<file path="src/rtl/if_fetch_stage_pkg.sv">
// Shared constants for the instruction-fetch stage: FSM state encoding,
// the default NOP instruction and the PC increment.
package if_fetch_stage_pkg;

  localparam logic [1:0] ISSUE = 2'd0;
  localparam logic [1:0] WAIT  = 2'd1;
  localparam logic [1:0] BUF   = 2'd2;
  localparam logic [1:0] DROP  = 2'd3;

  localparam logic [31:0] NOP_INST = 32'h0000_0000;
  localparam int unsigned PC_INC = 4;

endpackage

</file>
<file path="src/rtl/if_fetch_stage.sv">
// Instruction-fetch stage: issues req/ack fetches for the current PC, buffers a
// returned instruction while decode stalls, and squashes fetches on redirect.
module if_fetch_stage #(
  parameter int ADDR_W = 32,
  parameter int INST_W = 32,
  parameter logic [INST_W-1:0] NOP_INST = INST_W'(if_fetch_stage_pkg::NOP_INST)
) (
  input  logic              CLK,
  input  logic              Reset,
  input  logic [ADDR_W-1:0] pc_i,
  output logic              pc_hold,
  output logic              imem_req,
  output logic [ADDR_W-1:0] imem_addr,
  input  logic              imem_ack,
  input  logic [INST_W-1:0] imem_rdata,
  input  logic              redirect,
  input  logic              stall_id,
  output logic              id_valid,
  output logic [ADDR_W-1:0] id_pc,
  output logic [ADDR_W-1:0] id_pc4,
  output logic [INST_W-1:0] id_inst
);
  import if_fetch_stage_pkg::*;

  logic [1:0]        state, state_nxt;
  logic [ADDR_W-1:0] req_addr;
  logic [INST_W-1:0] buf_inst;
  logic              accept, deliver, capture;

  assign accept    = !id_valid || !stall_id;
  assign imem_addr = req_addr;

  // NOTE: sequential state uses non-blocking assignments so every register
  // samples pre-edge values regardless of process evaluation order.
  always_ff @(posedge CLK) begin
    if (Reset) state <= ISSUE;
    else       state <= state_nxt;
  end

  // NOTE: state_nxt takes a default before the case so no path leaves it
  // unassigned, which would otherwise infer a latch.
  always_comb begin
    state_nxt = state;
    case (state)
      ISSUE: state_nxt = WAIT;
      WAIT: begin
        if (imem_ack) begin
          if (redirect || accept) state_nxt = ISSUE;
          else                    state_nxt = BUF;
        end else if (redirect) begin
          state_nxt = DROP;
        end
      end
      BUF:  if (redirect || !stall_id) state_nxt = ISSUE;
      DROP: if (imem_ack) state_nxt = ISSUE;
      default: state_nxt = ISSUE;
    endcase
  end

  // Output decode; a redirect always wins over delivery of the current fetch.
  always_comb begin
    deliver  = 1'b0;
    capture  = 1'b0;
    imem_req = !Reset && ((state == WAIT) || (state == DROP));
    case (state)
      WAIT: begin
        deliver = imem_ack && !redirect && accept;
        capture = imem_ack && !redirect && !accept;
      end
      BUF:     deliver = !redirect && !stall_id;
      default: ;
    endcase
    pc_hold = Reset || !(deliver || redirect);
  end

  always_ff @(posedge CLK) begin
    if (Reset) begin
      req_addr <= '0;
      buf_inst <= NOP_INST;
    end else begin
      if (state == ISSUE) req_addr <= pc_i;
      if (capture)        buf_inst <= imem_rdata;
    end
  end

  // IF/ID register: an unstalled decode consumes the entry, leaving a bubble.
  always_ff @(posedge CLK) begin
    if (Reset) begin
      id_valid <= 1'b0;
      id_pc    <= '0;
      id_pc4   <= '0;
      id_inst  <= NOP_INST;
    end else if (redirect) begin
      id_valid <= 1'b0;
      id_inst  <= NOP_INST;
    end else if (deliver) begin
      id_valid <= 1'b1;
      id_pc    <= req_addr;
      id_pc4   <= req_addr + ADDR_W'(PC_INC);
      id_inst  <= (state == BUF) ? buf_inst : imem_rdata;
    end else if (accept) begin
      id_valid <= 1'b0;
      id_inst  <= NOP_INST;
    end
  end

endmodule

</file>
<file path="config.mk">
export PLATFORM = sky130hd
export DESIGN_NAME = if_fetch_stage
export DESIGN_NICKNAME = d
export VERILOG_FILES = /design/src/rtl/if_fetch_stage_pkg.sv /design/src/rtl/if_fetch_stage.sv
export SDC_FILE = /design/constraint.sdc
export NUM_CORES = 1
export LEC_CHECK = 0
export CORE_MARGIN = 5
export CORE_UTILIZATION = 47
export DETAILED_ROUTE_END_ITERATION = 8
export PLACE_DENSITY = 0.87
export SLEW_MARGIN = 20
export SYNTH_ARGS = -nofsm -noshare
export SYNTH_HDL_FRONTEND = slang
export SYNTH_SLANG_ARGS = --single-unit
</file>
<file path="constraint.sdc">
create_clock -name CLK -period 3.1 [get_ports CLK]
set_clock_uncertainty 0.05 [all_clocks]
set_input_delay 0.93 -clock CLK [delete_from_list [all_inputs] [get_ports CLK]]
set_output_delay 0.93 -clock CLK [all_outputs]
set_load 0.01 [all_outputs]
</file>
# == Yosys cells after proc, flatten, opt, wreduce, memory -nomap -nowiden ==
# Cells that the tools add are included.
# word_totals
regBits,163
in_bits,69
output_inout_bits,131
elab_cells,50
# classes
addsub,1
n_eq_ne,6
muxes,13
bitwise,1
n_reduce_logical,22
# op_table
cell,count
32-bit 2-to-1 mux,3
32-bit by 3-bit adder with 32-bit output (second input constant),1
2-bit 2-to-1 mux,5
2-bit one-hot mux with 4 select lines,1
1-bit zero test,6
1-bit logical OR,6
1-bit logical AND,5
2-bit equality test (second input constant),2
2-bit inequality test (second input constant),2
1-bit 2-to-1 mux,3
3-bit inequality test (second input constant),1
3-bit AND reduction,1
2-bit by 1-bit equality test with 1-bit output (second input constant),1
2-bit zero test,1
1-bit one-hot mux with 2 select lines,1
2-bit AND reduction,1
2-bit nonzero test,1
2-bit OR reduction,1
1-bit NOT,1

# == Logic depth before layout (Yosys ltp) ==
# Gate-level depths: netlist of the first run.
# depth
depth_word,7
depth_mapped,9
mapped_depth_nobuf,6

# == Worst setup path before layout of the first run ==
# OpenSTA, ideal clock, no wires.
# synth_path
kind,input to output
from,input port redirect
to,output port pc_hold
arrival_time_ns,2.004
required_time_ns,2.120
slack_ns,0.116
path_stages,5
n_path_buf,2
cell_sequence,nor2b_1 > o211a_2 > clkbuf_1 > clkbuf_1 > o21bai_1
# synth_between
elab_chain_len,7
word_cells_on_any_way,8
classes_between,mux: 1; reduce/logical: 7
# synth_rtl
element,line,text
"start, declared",if_fetch_stage.sv:16,"input logic redirect,"
1-bit zero test,"if_fetch_stage.sv:67, if_fetch_stage.sv:70",
1-bit logical AND (2 in series),if_fetch_stage.sv:67,deliver = imem_ack && !redirect && accept;
1-bit one-hot mux with 2 select lines,if_fetch_stage.sv:65,case (state)
1-bit logical OR (*),if_fetch_stage.sv:73,pc_hold = Reset || !(deliver || redirect);
1-bit zero test (*),if_fetch_stage.sv:73,
1-bit logical OR (*),if_fetch_stage.sv:73,
"end, declared",if_fetch_stage.sv:11,"output logic pc_hold,"
# Every way passes the cells marked *; elsewhere a longest branch is shown, timed or not.

# == Worst setup path in the final report of the first run ==
# Same ends and word-level chain as after synthesis.

==> results.md, run 1 <==
- Tmin final: 2.947 ns
- Post-DP HPWL: 12.93 mm
- Die W: 128.8 um
- Part of the power in registers: 43.7%
- Fmax: 0.3393 GHz
- Worst Tran Pin Value: 0.6603 ns
- Final antenna diode count: 0
- Synthesized area per cell: 8.664 um^2
- Pint: 3.888 mW
- Commonest non-fill, non-tap cells in the layout: 195 x clkdlybuf4s50_1, 161 x dfxtp_1, 141 x nand2_1
- Post-Place Setup Slack: -0.4728 ns
- Clock Sinks: 161
- Count of cell types in the netlist: 41
- Clock network power share: 45.3%
- Final Power: 5.072 mW
- Commonest non-fill, non-tap cell in the layout: clkdlybuf4s50_1
- Leak Pwr: 3.261 nW
- Placed cells: 1101
- Ys flop type: dfxtp_1
- H-Tree Depth: 4
- 1st-pass router iterations: 4
- Final Net Count: 1015
- CP Data Required Time: 2.12 ns
- Post-Layout Cell Count: 1133
- Reg2Reg Setup Slack: 0.44 ns
- RePlAce Congestion: 0.8391
- Pins Over Slew Limit: 0
- Largest net degree at the start of global routing: 81
- Post-synth EDFFs: 0
- Filler Cell Count: 1060
- Residual DRC: 0
- Vias after detailed routing: 6169
- WHS: 0.4027 ns
- Row count: 43
- Metal-1 WL: 7.822 mm
- VDD IR-drop max: 0.0003521 V
- IO buf count: 199
- Vias in the first global route: 5883
- WL/cell: 16.65 um
- Max Cap Viol: 0
- Drt total wl: 18.87 mm
- Post-synthesis instance total: 765
- Synth warn: 0
- Met2 wire len: 9.186 mm
- CP bufs+invs: 2
- Initial cell density of the core: 47.75%
- Max incr delay on CP: 0.49 ns
- TritonCTS clock tree: yes
- Synth top area cells: dfxtp_1 49%, nand2_1 8.0%, nor2_1 5.7%, mux2_2 5.4%, a21oi_1 5.1%
- Combinational power share: 11.0%
- Crit path DAT: 1.97 ns
- Setup violators final: 0
- Layout cell share with drive strength beyond 1: 9.654%
- Post-DRT Antenna Nets: 0
- Final hold vios: 0
- Die area: 16580 um^2
- Status: finished, final reports clean
- Core area: 13880 um^2
- Worst slew margin: 55.98%
- Setup TNS: 0 ns
- Sequential fraction of the synthesis area: 48.63%
- Asr flop ratio synth: 0%
- Metal3 WL: 1.297 mm
- Critical path's top delay family: buffers and inverters
- CTS root buffer: clkbuf_16
- Total track usage: 22.42%
- RSZ-0062 raised after global routing: no
- Setup slack after layout: 0.1528 ns
- Global route overflow: 0
- Synthesized cell area: 6628 um^2
- Clock Latency Late Sink: 0.43 ns
- Critical path startpoint category: input port
- Setup CP Type: in -> out
- Top Metal Used: met4
- Die height: 128.8 um
- Worst-path clk slew: 0.06 ns
- Slowest CP cell: clkdlybuf4s50_1
- Final period util: 95.07%
- Net Switching: 1.184 mW
- Clock Tree Buf Depth: 2
- Hold Path Class: reg -> reg
- Initial antenna violation count: 0
- Post-synth top area cell: dfxtp_1
- First-pass GRT wire length: 29.82 mm
- IO Pins: 200
- Synth Net Count: 840
- Total CTS buffers: 17
- Share of the synthesized area in the top cell type: 48.63%
- Worst-path cell chain: clkdlybuf4s50_1 -> nor2b_1 -> o211a_4 -> o21bai_1 -> buf_2
- CP Max Fanout: 2
- Vias per cell: 5.445
- Critical path capture point type: primary output
- 1st-iter DRT viols: 407
- Area grow syn2layout: 42.51%
- Sw frac: 23.34%
- Flops & latches, synth: 161
- Power Density: 537.0 nW/um^2
## through the flow
| stage | util (%) | instance area [um^2] |
|---|---|---|
| 5_1_grt | 68.05 | 9445 |
| 4_1_cts | 67.99 | 9438 |
| 3_3_place_gp | 63.32 | 8790 |
| 6_report | 68.05 | 9445 |
| 2_1_floorplan | - | 6628 |
| 3_5_place_dp | 63.32 | 8790 |
## power by group through the flow
stage / Clock, mW / Sequential [mW] / Combinational, mW
floorplan: 0 / 2.26 / 0.250
global placement: 0 / 2.26 / 0.549
detailed placement: 0 / 2.26 / 0.558
CTS: 2.33 / 2.22 / 0.561
global route: 2.43 / 2.23 / 0.599
finish: 2.30 / 2.22 / 0.557
## final timing paths
kind,start,endpoint,cells past startpoint
setup reg to reg,state[1],id_pc4[23],8
hold / removal,id_pc[23],id_pc[23],2
hold reg to reg,id_pc[23],id_pc[23],2
setup / recovery,redirect,pc_hold,5
## routing by layer
metal / up-vias / track usage, %
met2: 224 / 36.89
met4: 0 / 9.450
li1: 3010 / -
met5: - / 0
met1: 2891 / 27.71
met3: 44 / 6.102
## worst register-to-register path: cells and delay by family, from the launching register on
kind	cells	cell delay (ns)
compound gates	2	0.52
fa+ha+maj	1	0.33
buf+inv	3	0.95
flops	1	0.38
simple gates	2	0.31
## flip-flops by register name (all words and copies together) (netlist names)
signal / flops
id_pc4: 30
id_inst: 32
id_pc: 32
id_valid: 1
buf_inst: 32
imem_addr: 32
state: 2
## final cells by class
cell class	instances	area, um^2	area share, %
flip-flops and latches	161	3223	34.12
multi-input cells	535	3153	33.38
repair buffers	220	2172	23.00
clock buffers	19	442.9	4.689
well taps	180	225.2	2.384
clock inverters	13	210.2	2.225
inverters	5	18.77	0.1987
## kinds of logic (layout without fill, tap and decap cells)
logic type | Yosys count | after routing | synth area share [%]
buffers and inverters | 69 | 257 | 4.059
adders and majority gates | 6 | 6 | 1.133
muxes | 64 | 64 | 10.27
and+or+nand+nor | 302 | 302 | 19.54
DFF | 161 | 161 | 48.63
xor gates and xnor gates | 12 | 12 | 1.586
AOI/OAI and AO/OA | 151 | 151 | 14.78
## Yosys cell counts (2+ instances only)
| library cell | number |
|---|---|
| a2111oi_0 | 2 |
| a211oi_1 | 12 |
| a21oi_1 | 68 |
| a22oi_1 | 32 |
| a311oi_1 | 14 |
| and2_1 | 2 |
| and3_1 | 3 |
| and4_1 | 3 |
| buf_1 | 3 |
| buf_4 | 2 |
| clkbuf_1 | 57 |
| dfxtp_1 | 161 |
| ha_1 | 6 |
| inv_1 | 5 |
| mux2_2 | 32 |
| mux2i_1 | 32 |
| nand2_1 | 141 |
| nand3_1 | 11 |
| nand4_1 | 11 |
| nor2_1 | 100 |
| nor2b_1 | 4 |
| nor3_1 | 3 |
| nor4_1 | 3 |
| o2111ai_1 | 2 |
| o21ai_0 | 5 |
| o31ai_1 | 10 |
| or2_2 | 2 |
| or3_1 | 5 |
| or4_1 | 12 |
| xnor2_1 | 4 |
| xor2_1 | 8 |
## what timing repair did
action | in CTS | in global routing
hold buffers | 0 | 0
endpoints found under the setup margin | 1 | 12
gates resized for setup | 7 | 3
buffers inserted | 0 | 0
pin swaps | 1 | 0
hold endpoints to repair | 0 | 0
Power figures use the tool's default switching activity.
==> inputs of run 2 (changes only) <==
--- a/config.mk
+++ b/config.mk
@@ -9,6 +9,7 @@
 export CORE_UTILIZATION = 47
 export DETAILED_ROUTE_END_ITERATION = 8
 export PLACE_DENSITY = 0.87
+export SETUP_SLACK_MARGIN = 0.4
 export SLEW_MARGIN = 20
 export SYNTH_ARGS = -nofsm -noshare
 export SYNTH_HDL_FRONTEND = slang
==> results.md, run 2 (same netlist as run 1, synthesis figures left out) <==
- R2R cell count: 9 (+1)
- Global route overflow: 0 (unchanged)
- Clock Sinks: 161 (unchanged)
- RSZ-0062 raised after global routing: yes
- Largest net degree at the start of global routing: 90 (+11%)
- Slowest CP cell: o211a_4
- TritonCTS clock tree: yes
- Critical path startpoint category: input port
- 1st-pass router iterations: 5 (+1)
- Fmax: 0.3718 GHz (+9.6%)
- Initial cell density of the core: 47.75% (unchanged)
- Residual DRC: 0 (unchanged)
- Commonest non-fill, non-tap cells in the layout: 193 x clkdlybuf4s50_1, 159 x dfxtp_1, 141 x nand2_1
- Start point of the critical path: imem_ack
- Initial antenna violation count: 0 (unchanged)
- Sequential cell area: 3231 um^2 (+0.23%)
- Post-Place Setup Slack: -0.4124 ns (+0.06040 ns)
- R2R Path End: id_inst[15]
- CP Data Required Time: 2.12 ns (about the same)
- Final core occ: 68.15% (+0.11 points)
- Setup CP Type: in -> out
- 1st-iter DRT viols: 382 (-6.1%)
- Drt total wl: 19.19 mm (+1.7%)
- VDD IR-drop max: 0.0002971 V (-16%)
- Vias in the first global route: 5902 (+0.32%)
- IO Pins: 200 (unchanged)
- Vias after detailed routing: 6243 (+1.2%)
- Crit path DAT: 1.71 ns (-0.26 ns)
- Die area: 16580 um^2 (unchanged)
- WHS: 0.4017 ns (-0.0009550 ns)
- Pins Over Slew Limit: 0 (unchanged)
- Area of the multi-input gates: 3207 um^2 (+1.7%)
- Final hold vios: 0 (unchanged)
- Setup slack after layout: 0.4102 ns (+0.2574 ns)
- Worst-path cell chain: clkbuf_2 -> and2_4 -> o211a_4 -> o21bai_4 -> buf_6
- Max incr delay on CP: 0.25 ns (-0.24 ns)
- CP Capture Point: pc_hold
- Final Net Count: 1021 (+0.59%)
- Worst Tran Pin Value: 0.9569 ns (+0.2965 ns)
- Die W: 128.8 um (unchanged)
- Power Density: 515.7 nW/um^2 (-4.0%)
- IO buf count: 199 (unchanged)
- Clock Tree Buf Depth: 2 (unchanged)
- Status: finished, final reports clean
- Tmin final: 2.690 ns (-0.2574 ns)
- H-Tree Depth: 4 (unchanged)
- CP Max Fanout: 3 (+1)
- Total track usage: 22.67% (+0.25 points)
- Final antenna diode count: 0 (unchanged)
- Leak Pwr: 3.280 nW (+0.58%)
- Reg-to-reg startpoint: state[0]
- Max Cap Viol: 0 (unchanged)
- RePlAce Congestion: 0.8427 (+0.43%)
- Final period util: 86.77% (-8.3 points)
- Worst-path clk slew: 0.06 ns (about the same)
- Core area: 13880 um^2 (unchanged)
- Critical path capture point type: primary output
- Hold Crit Start: buf_inst[29]
- CTS root buffer: clkbuf_16
- Final Power: 4.878 mW (-3.8%)
- Area grow syn2layout: 42.74%
- Worst slew margin: 36.21% (-20 points)
- Total CTS buffers: 17 (unchanged)
- Layout cell share with drive strength beyond 1: 10.96% (+1.3 points)
- Commonest non-fill, non-tap cell in the layout: clkdlybuf4s50_1
- Filler Cell Count: 1075 (+1.4%)
- Reg2Reg Setup Slack: 0.67 ns (+0.23 ns)
- Setup violators final: 0 (unchanged)
- Vias per cell: 5.486 (+0.75%)
- First-pass GRT wire length: 30.25 mm (+1.4%)
- Clock Latency Late Sink: 0.42 ns (about the same)
- Post-DRT Antenna Nets: 0 (unchanged)
- Hold Path Class: reg -> reg
- Row count: 43 (unchanged)
- Post-DP HPWL: 12.89 mm (-0.39%)
- Hold buffer count at CTS: 0 (unchanged)
- Die height: 128.8 um (unchanged)
- WL/cell: 16.87 um (+1.3%)
- Setup TNS: 0 ns (unchanged)
-- run 2: cell types whose count changed in the layout (fill, tap and decap cells not counted), moves of 3 or more --
cell	before	now
buf_6	0	3
buf_4	19	26
clkinvlp_4	5	1
clkinv_2	1	4
ha_4	0	3
-- run 2: routing by layer --
| metal | part of all wire (%) | track usage, % | vias up |
|---|---|---|---|
| li1 | - | - | 3023 |
| met1 | 43 | 29.37 | 2947 |
| met2 | 47 | 36.28 | 229 |
| met3 | 7.3 | 5.687 | 44 |
| met4 | 2.8 | 9.141 | 0 |
| met5 | 0 | 0 | - |
-- run 2: worst min path at each step --
| stage | endpoint | slack (ns) | cells past startpoint |
|---|---|---|---|
| floorplan | buf_inst[0] | 0.38 | 2 |
| global placement | buf_inst[12] | 0.39 | 2 |
| detailed placement | id_pc[29] | 0.40 | 2 |
| CTS | id_pc[29] | 0.40 | 2 |
| global route | id_pc[14] | 0.42 | 2 |
| finish | buf_inst[29] | 0.40 | 2 |
-- run 2: area by class of cell --
type,count,share of cell area (%)
clock inverter,10,1.428
sequential,161,34.15
multi-input combinational,535,33.90
clock buffer,21,4.761
timing repair buffer,226,23.13
tap,180,2.381
inverter,5,0.2513
-- run 2: what timing repair did --
action,in CTS,in global routing
endpoints found under the setup margin,40,39
buffers inserted,1,4
pin swaps,1,3
gates resized for setup,12,19
-- run 2: worst max-delay path: cells and delay by family --
family / cells / cell delay (ns)
buf+inv: 2 / 0.22
simple gates: 1 / 0.16
compound gates: 2 / 0.40
-- run 2: per-stage QoR --
stage	std cells	cell area, um^2
final	1138	9460
after global routing	1138	9460
after CTS	1134	9380
after detailed placement	1102	8786
after global placement	1102	8786
after floorplan	765	6670
-- run 2: report_power, final --
part / total (mW) / internal (mW) / switching [mW]
combinational: 0.571 / 0.318 / 0.253
clock: 2.08 / 1.28 / 0.800
sequential: 2.23 / 2.13 / 0.0945
total: 4.88 / 3.73 / 1.15
==> inputs of run 3 (changes only) <==
--- a/config.mk
+++ b/config.mk
@@ -6,11 +6,11 @@
 export NUM_CORES = 1
 export LEC_CHECK = 0
 export CORE_MARGIN = 5
-export CORE_UTILIZATION = 47
+export CORE_UTILIZATION = 30
 export DETAILED_ROUTE_END_ITERATION = 8
-export PLACE_DENSITY = 0.87
+export PLACE_DENSITY = 0.62
 export SETUP_SLACK_MARGIN = 0.4
-export SLEW_MARGIN = 20
+export SLEW_MARGIN = 25
 export SYNTH_ARGS = -nofsm -noshare
 export SYNTH_HDL_FRONTEND = slang
 export SYNTH_SLANG_ARGS = --single-unit
==> results.md, run 3 (same netlist as run 1, synthesis figures left out) <==
- Status: finished, final reports clean
- Start point of the critical path: imem_ack
- Commonest non-fill, non-tap cells in the layout: 193 x clkdlybuf4s50_1, 159 x dfxtp_1, 141 x nand2_1
- IO Pins: 200 (unchanged)
- Initial cell density of the core: 30.46% (-17 points)
- CP Data Required Time: 2.12 ns (about the same)
- Vias per cell: 4.822 (-12%)
- Sw frac: 24.35% (+0.82 points)
- Crit path DAT: 1.66 ns (-0.05 ns)
- Hold Path Class: reg -> reg
- Post-DRT Antenna Nets: 0 (unchanged)
- Reg2Reg Setup Slack: 0.65 ns (-0.02 ns)
- Reg-to-reg startpoint: imem_addr[3]
- Hold Crit Start: buf_inst[15]
- Die area: 25170 um^2 (+52%)
- Final period util: 85.11% (-1.7 points)
- VDD IR-drop max: 0.0003137 V (+5.6%)
- Commonest non-fill, non-tap cell in the layout: clkdlybuf4s50_1
- Worst slew margin: 34.72% (-1.5 points)
- First-pass GRT wire length: 31.15 mm (+3.0%)
- RSZ-0062 raised after global routing: no
- H-Tree Depth: 4 (unchanged)
- 1st-iter DRT viols: 362 (-5.2%)
- 1st-pass router iterations: 4 (-1)
- Setup violators final: 0 (unchanged)
- Die height: 158.6 um (+23%)
- RePlAce Congestion: 0.7672 (-9.0%)
- Vias after detailed routing: 5975 (-4.3%)
- WL/cell: 16.18 um (-4.1%)
- Clock Latency Late Sink: 0.41 ns (about the same)
- Power Density: 526.2 nW/um^2 (+2.0%)
- Layout cell share with drive strength beyond 1: 11.38% (+0.42 points)
- CP Max Fanout: 3 (unchanged)
- CTS root buffer: clkbuf_16
- Sequential cell area: 3231 um^2 (unchanged)
- R2R cell count: 5 (-4)
- Critical path startpoint category: input port
- Residual DRC: 0 (unchanged)
- Worst-path clk slew: 0.06 ns (about the same)
- Part of the power in registers: 43.9% (-1.7 points)
- Die W: 158.6 um (+23%)
- TritonCTS clock tree: yes
- Filler Cell Count: 2136 (+99%)
- Combinational power share: 11.2% (-0.5 points)
- Final hold vios: 0 (unchanged)
- Largest net degree at the start of global routing: 91 (+1.1%)
- Vias in the first global route: 5641 (-4.4%)
- Final Net Count: 1020 (-0.098%)
- Core area: 21760 um^2 (+57%)
- Leak Pwr: 3.295 nW (+0.45%)
- Tmin final: 2.638 ns (-0.05130 ns)
- IO buf count: 199 (unchanged)
- Worst Tran Pin Value: 0.9792 ns (+0.02234 ns)
- Setup TNS: 0 ns (unchanged)
- Max Cap Viol: 0 (unchanged)
- Total CTS buffers: 17 (unchanged)
- Total track usage: 15.61% (-7.1 points)
- Drt total wl: 20.05 mm (+4.4%)
- Final Power: 5.058 mW (+3.7%)
- Hold-critical path depth: 2 (unchanged)
- Clock Sinks: 161 (unchanged)
- Fmax: 0.3790 GHz (+1.9%)
- Pint: 3.826 mW (+2.6%)
- Pins Over Slew Limit: 0 (unchanged)
- Clock network power share: 44.9% (+2.2 points)
- Area of the multi-input gates: 3194 um^2 (-0.39%)
- Critical path capture point type: primary output
- Net Switching: 1.232 mW (+7.3%)
- Row count: 54 (+26%)
- Clock Tree Buf Depth: 2 (unchanged)
- Global route overflow: 0 (unchanged)
- Initial antenna violation count: 2 (+2)
- Area grow syn2layout: 45.03%
- Post-DP HPWL: 13.64 mm (+5.9%)
- Setup CP Type: in -> out
[run 3: cell types whose count changed in the layout (fill, tap and decap cells not counted), sizes merged]
cell and change:
inv +4, clkinvlp +2, bufinv +1, clkbuf -3
diode +1, buf -1, clkinv -3, dlymetal6s2s +1
dlygate4sd2 -1
[run 3: final cells by class]
class	instances	area share (%)
clock buffer	18	4.569
tap	280	3.645
inverter	5	0.1953
antenna	1	0.02603
timing repair buffer	225	22.65
clock inverter	14	2.070
sequential	161	33.61
multi-input combinational	535	33.23
[run 3: path summary, 6_finish.rpt]
| check | end |
|---|---|
| setup / recovery | pc_hold |
| setup reg to reg | id_pc4[30] |
| hold / removal | buf_inst[15] |
| hold reg to reg | buf_inst[15] |
[run 3: what timing repair did]
| action | 4_1_cts | 5_1_grt |
|---|---|---|
| gates resized for setup | 9 | 17 |
| hold endpoints to repair | 0 | 0 |
| pin swaps | 0 | 1 |
| endpoints found under the setup margin | 3 | 11 |
| setup buffers | 1 | 0 |
| hold buffers | 0 | 0 |
[run 3: power groups by stage]
| stage | clock network [mW] | registers (mW) | logic (mW) |
|---|---|---|---|
| after floorplan | 0 | 2.26 | 0.255 |
| after global placement | 0 | 2.26 | 0.563 |
| after detailed placement | 0 | 2.27 | 0.566 |
| after CTS | 2.34 | 2.22 | 0.569 |
| after global routing | 2.43 | 2.23 | 0.614 |
| final | 2.27 | 2.22 | 0.566 |
[run 3: through the flow]
stage | hold WS [ns] | util [%] | setup WS, ns | area [um^2] | cells
3_3_place_gp | 0.3882 | 41.07 | -0.4054 | 8936 | 1205
2_1_floorplan | 0.3829 | - | 0.3584 | 6670 | 765
4_1_cts | 0.4051 | 44.02 | 0.1896 | 9578 | 1238
5_1_grt | 0.4235 | 44.18 | 0.4089 | 9612 | 1239
3_5_place_dp | 0.3953 | 41.07 | -0.3927 | 8936 | 1205
6_report | 0.4021 | 44.18 | 0.4615 | 9612 | 1239
[run 3: per-layer routing]
metal / part of all wire, % / vias to the layer above / global-route usage [%]
met1: 47 / 2791 / 21.22
met5: 0.055 / - / 0
met2: 46 / 139 / 24.50
met3: 6.1 / 17 / 4.322
met4: 1.3 / 2 / 4.143
li1: - / 3026 / -
[run 3: worst max-delay path: stages]
cell	delay [ns]
clkbuf_2	0.10
and2_4	0.16
o211a_4	0.23
o21bai_4	0.11
buf_6	0.12
